==> src/rtl/mem_access_ctrl.sv <==
// MEM-stage load/store sequencer for an SRAM-like req/addr_ok/data_ok data bus.
// Checks alignment, builds strobes and store data, stalls until done, and extends load data.
module mem_access_ctrl #(
  parameter int unsigned ADDR_W = 32,
  parameter int unsigned DATA_W = 32
) (
  input  logic              clk,
  input  logic              rst,
  input  logic              mem_en,
  input  logic [5:0]        opcode,
  input  logic [ADDR_W-1:0] addr,
  input  logic [DATA_W-1:0] wdata_in,
  input  logic              flush,
  input  logic              pipe_ready,
  output logic              stall,
  output logic [DATA_W-1:0] rdata,
  output logic              done,
  output logic              addr_err_load,
  output logic              addr_err_store,
  output logic [ADDR_W-1:0] badvaddr,
  output logic              data_req,
  output logic              data_wr,
  output logic [1:0]        data_size,
  output logic [ADDR_W-1:0] data_addr,
  output logic [3:0]        data_wstrb,
  output logic [DATA_W-1:0] data_wdata,
  input  logic              data_addr_ok,
  input  logic              data_data_ok,
  input  logic [DATA_W-1:0] data_rdata
);

  localparam logic [5:0] OP_LB  = 6'b100000;
  localparam logic [5:0] OP_LH  = 6'b100001;
  localparam logic [5:0] OP_LW  = 6'b100011;
  localparam logic [5:0] OP_LBU = 6'b100100;
  localparam logic [5:0] OP_LHU = 6'b100101;
  localparam logic [5:0] OP_SB  = 6'b101000;
  localparam logic [5:0] OP_SH  = 6'b101001;
  localparam logic [5:0] OP_SW  = 6'b101011;

  typedef enum logic [1:0] {ST_IDLE, ST_REQ, ST_WAIT, ST_DONE} state_t;

  state_t state, state_n;
  logic   cancel_q, cancel_n;
  logic   signed_q;
  logic   capture;

  logic              is_load, is_store, ld_signed, misaligned;
  logic [1:0]        size_n;
  logic              idle_valid, accept;
  logic [3:0]        wstrb_n;
  logic [DATA_W-1:0] wdata_n;
  logic [7:0]        byte_sel;
  logic [15:0]       half_sel;
  logic [DATA_W-1:0] rdata_n;

  // Opcode decode and alignment check for the instruction currently in MEM
  always_comb begin
    is_load   = 1'b0;
    is_store  = 1'b0;
    ld_signed = 1'b0;
    size_n    = 2'd0;
    case (opcode)
      OP_LB:   begin is_load  = 1'b1; ld_signed = 1'b1; size_n = 2'd0; end
      OP_LH:   begin is_load  = 1'b1; ld_signed = 1'b1; size_n = 2'd1; end
      OP_LW:   begin is_load  = 1'b1; size_n = 2'd2; end
      OP_LBU:  begin is_load  = 1'b1; size_n = 2'd0; end
      OP_LHU:  begin is_load  = 1'b1; size_n = 2'd1; end
      OP_SB:   begin is_store = 1'b1; size_n = 2'd0; end
      OP_SH:   begin is_store = 1'b1; size_n = 2'd1; end
      OP_SW:   begin is_store = 1'b1; size_n = 2'd2; end
      default: ;
    endcase
    misaligned = ((size_n == 2'd2) && (addr[1:0] != 2'b00)) ||
                 ((size_n == 2'd1) && addr[0]);
  end

  assign idle_valid     = (state == ST_IDLE) && mem_en && !flush && !rst && (is_load || is_store);
  assign accept         = idle_valid && !misaligned;
  assign addr_err_load  = idle_valid && misaligned && is_load;
  assign addr_err_store = idle_valid && misaligned && is_store;
  assign badvaddr       = (addr_err_load || addr_err_store) ? addr : '0;

  // Byte enables and lane-replicated store data
  always_comb begin
    wstrb_n = 4'b0000;
    wdata_n = wdata_in;
    case (size_n)
      2'd0: begin
        wstrb_n = 4'b0001 << addr[1:0];
        wdata_n = {4{wdata_in[7:0]}};
      end
      2'd1: begin
        wstrb_n = addr[1] ? 4'b1100 : 4'b0011;
        wdata_n = {2{wdata_in[15:0]}};
      end
      default: begin
        wstrb_n = 4'b1111;
        wdata_n = wdata_in;
      end
    endcase
    if (!is_store) wstrb_n = 4'b0000;
  end

  // Load extraction uses the offset latched at issue (low bits of data_addr)
  always_comb begin
    byte_sel = data_rdata[7:0];
    case (data_addr[1:0])
      2'd0:    byte_sel = data_rdata[7:0];
      2'd1:    byte_sel = data_rdata[15:8];
      2'd2:    byte_sel = data_rdata[23:16];
      default: byte_sel = data_rdata[31:24];
    endcase
    half_sel = data_addr[1] ? data_rdata[31:16] : data_rdata[15:0];
    case (data_size)
      2'd0:    rdata_n = signed_q ? {{24{byte_sel[7]}}, byte_sel} : {24'd0, byte_sel};
      2'd1:    rdata_n = signed_q ? {{16{half_sel[15]}}, half_sel} : {16'd0, half_sel};
      default: rdata_n = data_rdata;
    endcase
  end

  // Next state, cancel tracking and control outputs
  always_comb begin
    state_n  = state;
    cancel_n = cancel_q;
    stall    = 1'b0;
    done     = 1'b0;
    capture  = 1'b0;
    data_req = 1'b0;
    case (state)
      ST_IDLE: begin
        cancel_n = 1'b0;
        stall    = accept;
        if (accept) state_n = ST_REQ;
      end
      ST_REQ: begin
        data_req = 1'b1;
        stall    = cancel_q ? mem_en : 1'b1;
        if (flush) cancel_n = 1'b1;
        if (data_addr_ok) begin
          if (data_data_ok) begin
            if (cancel_q || flush) begin
              state_n  = ST_IDLE;
              cancel_n = 1'b0;
            end else begin
              state_n = ST_DONE;
              capture = 1'b1;
            end
          end else begin
            state_n = ST_WAIT;
          end
        end
      end
      ST_WAIT: begin
        stall = cancel_q ? mem_en : 1'b1;
        if (flush) cancel_n = 1'b1;
        if (data_data_ok) begin
          if (cancel_q || flush) begin
            state_n  = ST_IDLE;
            cancel_n = 1'b0;
          end else begin
            state_n = ST_DONE;
            capture = 1'b1;
          end
        end
      end
      ST_DONE: begin
        done = 1'b1;
        if (flush || pipe_ready) state_n = ST_IDLE;
      end
      default: state_n = ST_IDLE;
    endcase
    if (rst) begin
      stall = 1'b0;
      done  = 1'b0;
    end
  end

  // State, cancel flag, latched bus fields and load result
  always_ff @(posedge clk) begin
    if (rst) begin
      state      <= ST_IDLE;
      cancel_q   <= 1'b0;
      signed_q   <= 1'b0;
      data_wr    <= 1'b0;
      data_size  <= 2'd0;
      data_addr  <= '0;
      data_wstrb <= 4'b0000;
      data_wdata <= '0;
      rdata      <= '0;
    end else begin
      state    <= state_n;
      cancel_q <= cancel_n;
      if (accept) begin
        signed_q   <= ld_signed;
        data_wr    <= is_store;
        data_size  <= size_n;
        data_addr  <= addr;
        data_wstrb <= wstrb_n;
        data_wdata <= wdata_n;
      end
      if (capture) rdata <= rdata_n;
    end
  end

endmodule

==> config.mk <==
export PLATFORM = sky130hd
export DESIGN_NAME = mem_access_ctrl
export DESIGN_NICKNAME = d
export VERILOG_FILES = /design/src/rtl/mem_access_ctrl.sv
export SDC_FILE = /design/constraint.sdc
export NUM_CORES = 1
export LEC_CHECK = 0
export ABC_AREA = 1
export CAP_MARGIN = 10
export CORE_ASPECT_RATIO = 1.1
export CORE_MARGIN = 4
export CORE_UTILIZATION = 41
export CTS_CLUSTER_SIZE = 12
export DETAILED_ROUTE_END_ITERATION = 10
export GPL_TIMING_DRIVEN = 1
export HOLD_SLACK_MARGIN = 0.06
export PLACE_DENSITY = 0.81
export SYNTH_ARGS = -nofsm -noshare
export SYNTH_HDL_FRONTEND = slang
export SYNTH_SLANG_ARGS = --single-unit
==> constraint.sdc <==
create_clock -name clk -period 2.7 [get_ports clk]
set_input_delay 0.675 -clock clk [delete_from_list [all_inputs] [get_ports clk]]
set_output_delay 0.675 -clock clk [all_outputs]
set_load 0.02 [all_outputs]
==> impl_metrics.ini, run 1 <==
[status]
status = complete, but fails checks
violations = setup timing

[route]
drt_pass1_iterations = 5
via_count = 6256
wl_per_cell_microns = 16.96
drc = 0
ant_nets = 0
via_per_inst = 5.124
drtIter0Drc = 575
wl_microns = 20710

[floorplanning]
initial_utilization_pct = 42.50
ios = 249
die_area_sq_mm = 0.01456
fp-row-count = 42
core_sq_mm = 0.01224
chipHeight_microns = 126.2
dieWidth_microns = 115.4

[clocking]
clk_path_buf_depth = 2
ctsRootBufferMaster = clkbuf_16
cts_tree = yes
clkTransAtPathRegs_ns = 0.07
cts_made_buffers = 9
htreeDepth = 3
cts.sinks = 107
clock_latency_ns = 0.35

[timing]
tightest_slew_ns = 0.5918
setup_viol = 4
timing.fmax_mhz = 366.9
worst_slack_ns = -0.02526
slew-limit-headroom_pct = 60.54
rsz0062_at_grt = true
fin_skew_ns = 0.005909
maxSlewViolCount = 0
min_period_over_period_pct = 100.9
min_period_ns = 2.725
hold_violations = 0

[critical_path]
arrival_ns = 2.05
start_kind = input port
critPathMaxFanout = 9
reg2regPathDepth = 11
path_class = input port to output pin
critical_path_required_ns = 2.03
critPathCaptureType = output pin

[synthesis]
syn_nets = 911
synth_top_area_share_pct = 41.16
synth_top_area_cell = dfxtp_1
syn_area_sq_mm = 0.005204
synthCells = 796
synth.distinct_cells = 30
ys_ff_latch = 107
avgSynthCellArea_sq_um = 6.537
yosysWarnings = 0
ys_seq_area_share_pct = 41.16
synthTopCellsByArea = dfxtp_1, nand2_1, a21oi_1

[layout]
fin_cells = 1221
fill_cells = 936
multi_input_area_sq_mm = 0.002845
nNetsFinal = 1177
final_layout_size_suffix_gt1_share_pct = 16.21
seq_area_sq_mm = 0.002145
area_growth_syn_to_layout_pct = 68.24
n_antenna_cell = 0

[power_and_ir_drop]
combPwrFrac_pct = 24.2
p_per_area_mw_per_mm2 = 456.9
p_sw_w = 0.001143
p_leak_nw = 3.532
p_seq_share_pct = 41.9
clock_power_share_pct = 33.9
swShare_pct = 28.58
p_int_w = 0.002857
ir_drop_v = 0.0003140

[grt]
grt_pass1_wl_microns = 29990
grt_pass1_vias = 5941
grt_use_total_pct = 26.01
overflow = 0
grt_max_degree = 55
antenna_found_initial = 0

[min_path]
hp-class = flop to flop
hold_path_depth = 2

[placed_design]
place_congestion = 0.9147
post-place-ws_ns = -0.6615
dpl.hpwl_microns = 13840
io_buffers = 248
dp_cells = 1185

[flow_run]
max-cap-violations = 0
-- cell usage after synthesis --
| cell type | n |
|---|---|
| nor2_2 | 1 |
| inv_1 | 59 |
| a21oi_2 | 1 |
| nand3_1 | 18 |
| a31oi_1 | 9 |
| nand4_1 | 2 |
| ha_1 | 6 |
| nor3b_1 | 1 |
| a21boi_0 | 9 |
| dfxtp_1 | 107 |
| clkbuf_2 | 1 |
| o21ai_0 | 79 |
| nand3_2 | 2 |
| o22ai_1 | 1 |
| and2_1 | 2 |
| nor3_1 | 3 |
| buf_6 | 7 |
| buf_4 | 2 |
| nor2_1 | 80 |
| o21ai_1 | 3 |
| buf_2 | 9 |
| a211oi_1 | 1 |
| nor2_4 | 1 |
| inv_2 | 3 |
| a21oi_1 | 83 |
| clkinv_2 | 1 |
| nand2_1 | 274 |
| clkbuf_1 | 29 |
| o21a_1 | 1 |
| o211ai_2 | 1 |
-- worst paths after layout --
kind	from	end	slack, ns
setup / recovery	opcode[0]	badvaddr[25]	-0.03
hold / removal	data_addr[28]$_SDFFE_PP0P_	data_addr[28]$_SDFFE_PP0P_	0.46
setup reg to reg	state[1]$_SDFFE_PP0P_	data_addr[10]$_SDFFE_PP0P_	0.31
hold reg to reg	data_addr[28]$_SDFFE_PP0P_	data_addr[28]$_SDFFE_PP0P_	0.46
-- through the flow --
| step | power, W | instance area, sq um | hold slack, ns | TNS, ns | util, % |
|---|---|---|---|---|---|
| after global placement | 0.002566 | 7928 | 0.4501 | -32.80 | 64.75 |
| after global routing | 0.004185 | 8755 | 0.4842 | -0.4892 | 71.50 |
| after detailed placement | 0.002576 | 7928 | 0.4543 | -35.47 | 64.75 |
| after floorplan | 0.002136 | 5209 | 0.4504 | 0 | - |
| after CTS | 0.003957 | 8469 | 0.4648 | -0.3847 | 69.17 |
| final | 0.004000 | 8755 | 0.4638 | -0.05600 | 71.50 |
-- kinds of logic (layout without fill, tap and decap cells) --
logic type	count (synthesis)	after routing	synth area share, %
buffers and inverters	111	382	9.425
AOI/OAI and AO/OA	188	188	19.07
and+or+nand+nor	384	384	28.90
DFF	107	107	41.16
adders and majority gates	6	6	1.443
-- per-layer routing --
metal  up-vias  routed length [microns]  global-route usage, %
li1       3068                        -                      -
met1      2813                     7534                  29.99
met2       318                     9986                  43.32
met3        57                     2301                  8.061
met4         0                      884                  12.57
met5         -                        0                      0
-- layout by cell type (no fill, tap or decap), types with 3 or more instances in the layout --
cell type,Yosys,routed
inv_1,59,54
nor2_1,80,52
nand2_2,0,5
buf_12,0,6
a21boi_0,9,9
ha_1,6,5
buf_6,7,24
nand3_1,18,17
a31oi_1,9,9
clkbuf_16,0,10
inv_2,3,5
a21oi_1,83,82
nand2_4,0,4
nand2_1,274,265
clkdlybuf4s50_1,0,202
o21ai_1,3,3
buf_16,0,3
o21ai_0,79,79
clkbuf_2,1,5
buf_4,2,56
dfxtp_1,107,105
nor2_4,1,24
nor2_2,1,6
-- critical path, stage by stage --
cell	delay [ns]
buf_4	0.10
nand2_2	0.06
nor2_4	0.15
nand2_4	0.08
nand2_2	0.07
nand2_2	0.06
nand2_2	0.11
nand3_4	0.14
buf_12	0.17
buf_16	0.15
nor2_2	0.11
buf_4	0.16
-- final cells by class --
class,instances,share of cell area [%]
well taps,154,2.201
repair buffers,303,34.49
clock buffers,11,2.773
clock inverters,5,0.7146
multi-input cells,578,32.50
inverters,63,2.830
flip-flops and latches,107,24.50
-- power by group through the flow --
| stage | Combinational, W | Clock [W] | Sequential (W) |
|---|---|---|---|
| CTS | 0.000910 | 0.00138 | 0.00167 |
| detailed placement | 0.000875 | 0 | 0.00170 |
| global placement | 0.000865 | 0 | 0.00170 |
| floorplan | 0.000374 | 0 | 0.00176 |
| global route | 0.00106 | 0.00144 | 0.00168 |
| finish | 0.000967 | 0.00136 | 0.00168 |
-- repair_timing --
action	in CTS	in global routing
gates cloned	3	1
hold buffers	0	0
setup buffers	12	5
endpoints found under the setup margin	35	60
gates resized for setup	226	88
pin swaps	10	12
-- registers in the layout (all words and copies together) (netlist names) --
register / count
data_addr: 32
data_wdata: 32
rdata: 32
data_wstrb: 4
data_size: 2
state: 2
cancel_q: 1
data_wr: 1
signed_q: 1
Power figures use the tool's default switching activity.
==> run 2, diff against run 1 <==
Settings changed: SETUP_SLACK_MARGIN set to 0.5.
Clock period 2.7 ns to 3.1 ns, I/O delays scaled along.
==> impl_metrics.ini, run 2 (synthesized netlist as in run 1, its figures left out) <==
[route]
via_per_inst = 5.275
ant_nets = 0
drc = 0
drt_pass1_iterations = 6
dr_wl_met2_microns = 10550
met1_length_microns = 7727
drtIter0Drc = 685
wl_met3_microns = 2346
via_count = 6451
wl_microns = 21330
wl_per_cell_microns = 17.44
highest_layer = met4

[critical_path]
critPathMaxFanout = 8
path_class = input port to output pin
start_kind = input port
critical_path_required_ns = 2.32
r2r-start = state[0]$_SDFFE_PP0P_
rrSetupSlack_ns = 0.94
reg2regPathDepth = 11
arrival_ns = 2.14
critPathCaptureType = output pin
r2r_end = data_addr[16]$_SDFFE_PP0P_

[layout]
fin_util_pct = 73.14
area_growth_syn_to_layout_pct = 72.08
final_layout_size_suffix_gt1_share_pct = 17.03
top_regs = data_addr x32, data_wdata x32, rdata x32
layout_common_cells = nand2_1, clkdlybuf4s50_1, dfxtp_1
n_antenna_cell = 0
nNetsFinal = 1179
fin_cells = 1223
final_common_cell = nand2_1

[grt]
grt_max_degree = 65
antenna_found_initial = 0
grt_use_total_pct = 27.43
grt_pass1_vias = 6098
grt_pass1_wl_microns = 31820
overflow = 0

[timing]
timing.fmax_mhz = 343.3
rsz0062_at_grt = true
worst_slack_ns = 0.1870
fin_skew_ns = 0.01335
setup_viol = 0
slew-limit-headroom_pct = 60.71
maxSlewViolCount = 0
tightest_slew_ns = 0.5893
hold_violations = 0
min_period_ns = 2.913
min_period_over_period_pct = 93.97

[floorplanning]
core_sq_mm = 0.01224
chipHeight_microns = 126.2
initial_utilization_pct = 42.50
die_area_sq_mm = 0.01456
dieWidth_microns = 115.4
fp-row-count = 42
ios = 249

[min_path]
hp-class = flop to flop
min_from = data_wdata[20]$_SDFFE_PP0P_
hold_path_depth = 2
whs_endpoint = data_wdata[20]$_SDFFE_PP0P_

[clocking]
cts_made_buffers = 9
ctsRootBufferMaster = clkbuf_16
holdBufCountCts = 0
clk_path_buf_depth = 2
cts.sinks = 107
htreeDepth = 3
clock_latency_ns = 0.35
clkTransAtPathRegs_ns = 0.07
cts_tree = yes

[power_and_ir_drop]
finalPower_w = 0.003418
p_per_area_mw_per_mm2 = 381.7
p_leak_nw = 3.561
ir_drop_v = 0.0002924

[placed_design]
dpl.hpwl_microns = 14160
io_buffers = 248
dp_cells = 1181
place_congestion = 0.8718
post-place-ws_ns = -0.6313

[status]
status = finished, final reports clean

[flow_run]
max-cap-violations = 0
==> run 2: cell types whose count changed in the layout (fill, tap and decap cells not counted), moves of 2 or more <==
cell and change:
buf_16 +2, buf_2 +2, buf_4 -14, buf_6 +16, clkbuf_2 -5, clkbuf_8 +2
clkdlybuf4s15_2 +4, clkinvlp_4 -2, nand2_4 -2, nor2_1 -7, nor2_2 -3, nor2_4 +10
==> run 2: critical path: stages <==
cell and delay [ns]:
clkdlybuf4s15_2 0.22, inv_2 0.07, nor2_4 0.15, o211ai_4 0.12, nand2_4 0.11, nand3_4 0.13, buf_6 0.17, buf_16 0.16
nor2_4 0.11, buf_6 0.12
==> run 2: area by class of cell <==
class | instances | area (sq um)
clock inverters | 2 | 17.52
well taps | 154 | 192.7
inverters | 63 | 252.7
repair buffers | 305 | 3144
clock buffers | 14 | 274.0
fillers | 929 | 3289
flip-flops and latches | 107 | 2145
multi-input cells | 578 | 2929
==> run 2: what timing repair did <==
item | 4_1_cts | 5_1_grt
cloned | 4 | 1
resized for setup | 271 | 8
setup buffers | 18 | 3
endpoints found under the setup margin | 103 | 68
pin swaps | 17 | 4
==> run 2: per-layer routing <==
| metal | up-vias | track usage, % |
|---|---|---|
| met5 | - | 0 |
| met1 | 2974 | 31.96 |
| li1 | 3071 | - |
| met4 | 0 | 8.356 |
| met2 | 349 | 47.28 |
| met3 | 57 | 9.117 |
==> run 2: through the flow <==
stage / TNS [ns] / instance area (sq um) / hold WS (ns)
2_1_floorplan: 0 / 5558 / 0.4504
4_1_cts: 0 / 8851 / 0.4645
3_5_place_dp: -26.88 / 8217 / 0.4550
6_report: 0 / 8955 / 0.4643
5_1_grt: 0 / 8955 / 0.4868
3_3_place_gp: -22.35 / 8217 / 0.4508
==> run 2: where the power goes <==
| part | switching [W] | total [W] | internal, W | leakage (nW) |
|---|---|---|---|---|
| logic | 0.000421 | 0.000803 | 0.000381 | 2.55 |
| registers | 0.0000403 | 0.00147 | 0.00143 | 0.863 |
| clock network | 0.000528 | 0.00115 | 0.000618 | 0.143 |
| total | 0.000990 | 0.00342 | 0.00243 | 3.56 |
==> run 2: how the worst max path moves through the flow <==
stage	start	to	slack [ns]	cells past startpoint
after floorplan	opcode[0]	stall	0.50	9
after global placement	opcode[0]	badvaddr[2]	-0.57	12
after detailed placement	opcode[1]	badvaddr[1]	-0.63	11
after CTS	opcode[5]	addr_err_store	0.24	12
after global routing	opcode[1]	badvaddr[0]	0.13	10
final	opcode[3]	badvaddr[24]	0.19	10
==> run 3, diff against run 2 <==
Settings changed: GPL_TIMING_DRIVEN 1 to not set.
==> results of run 3 <==
Same layout as run 2: the final DEF is identical, and so are final timing and power.
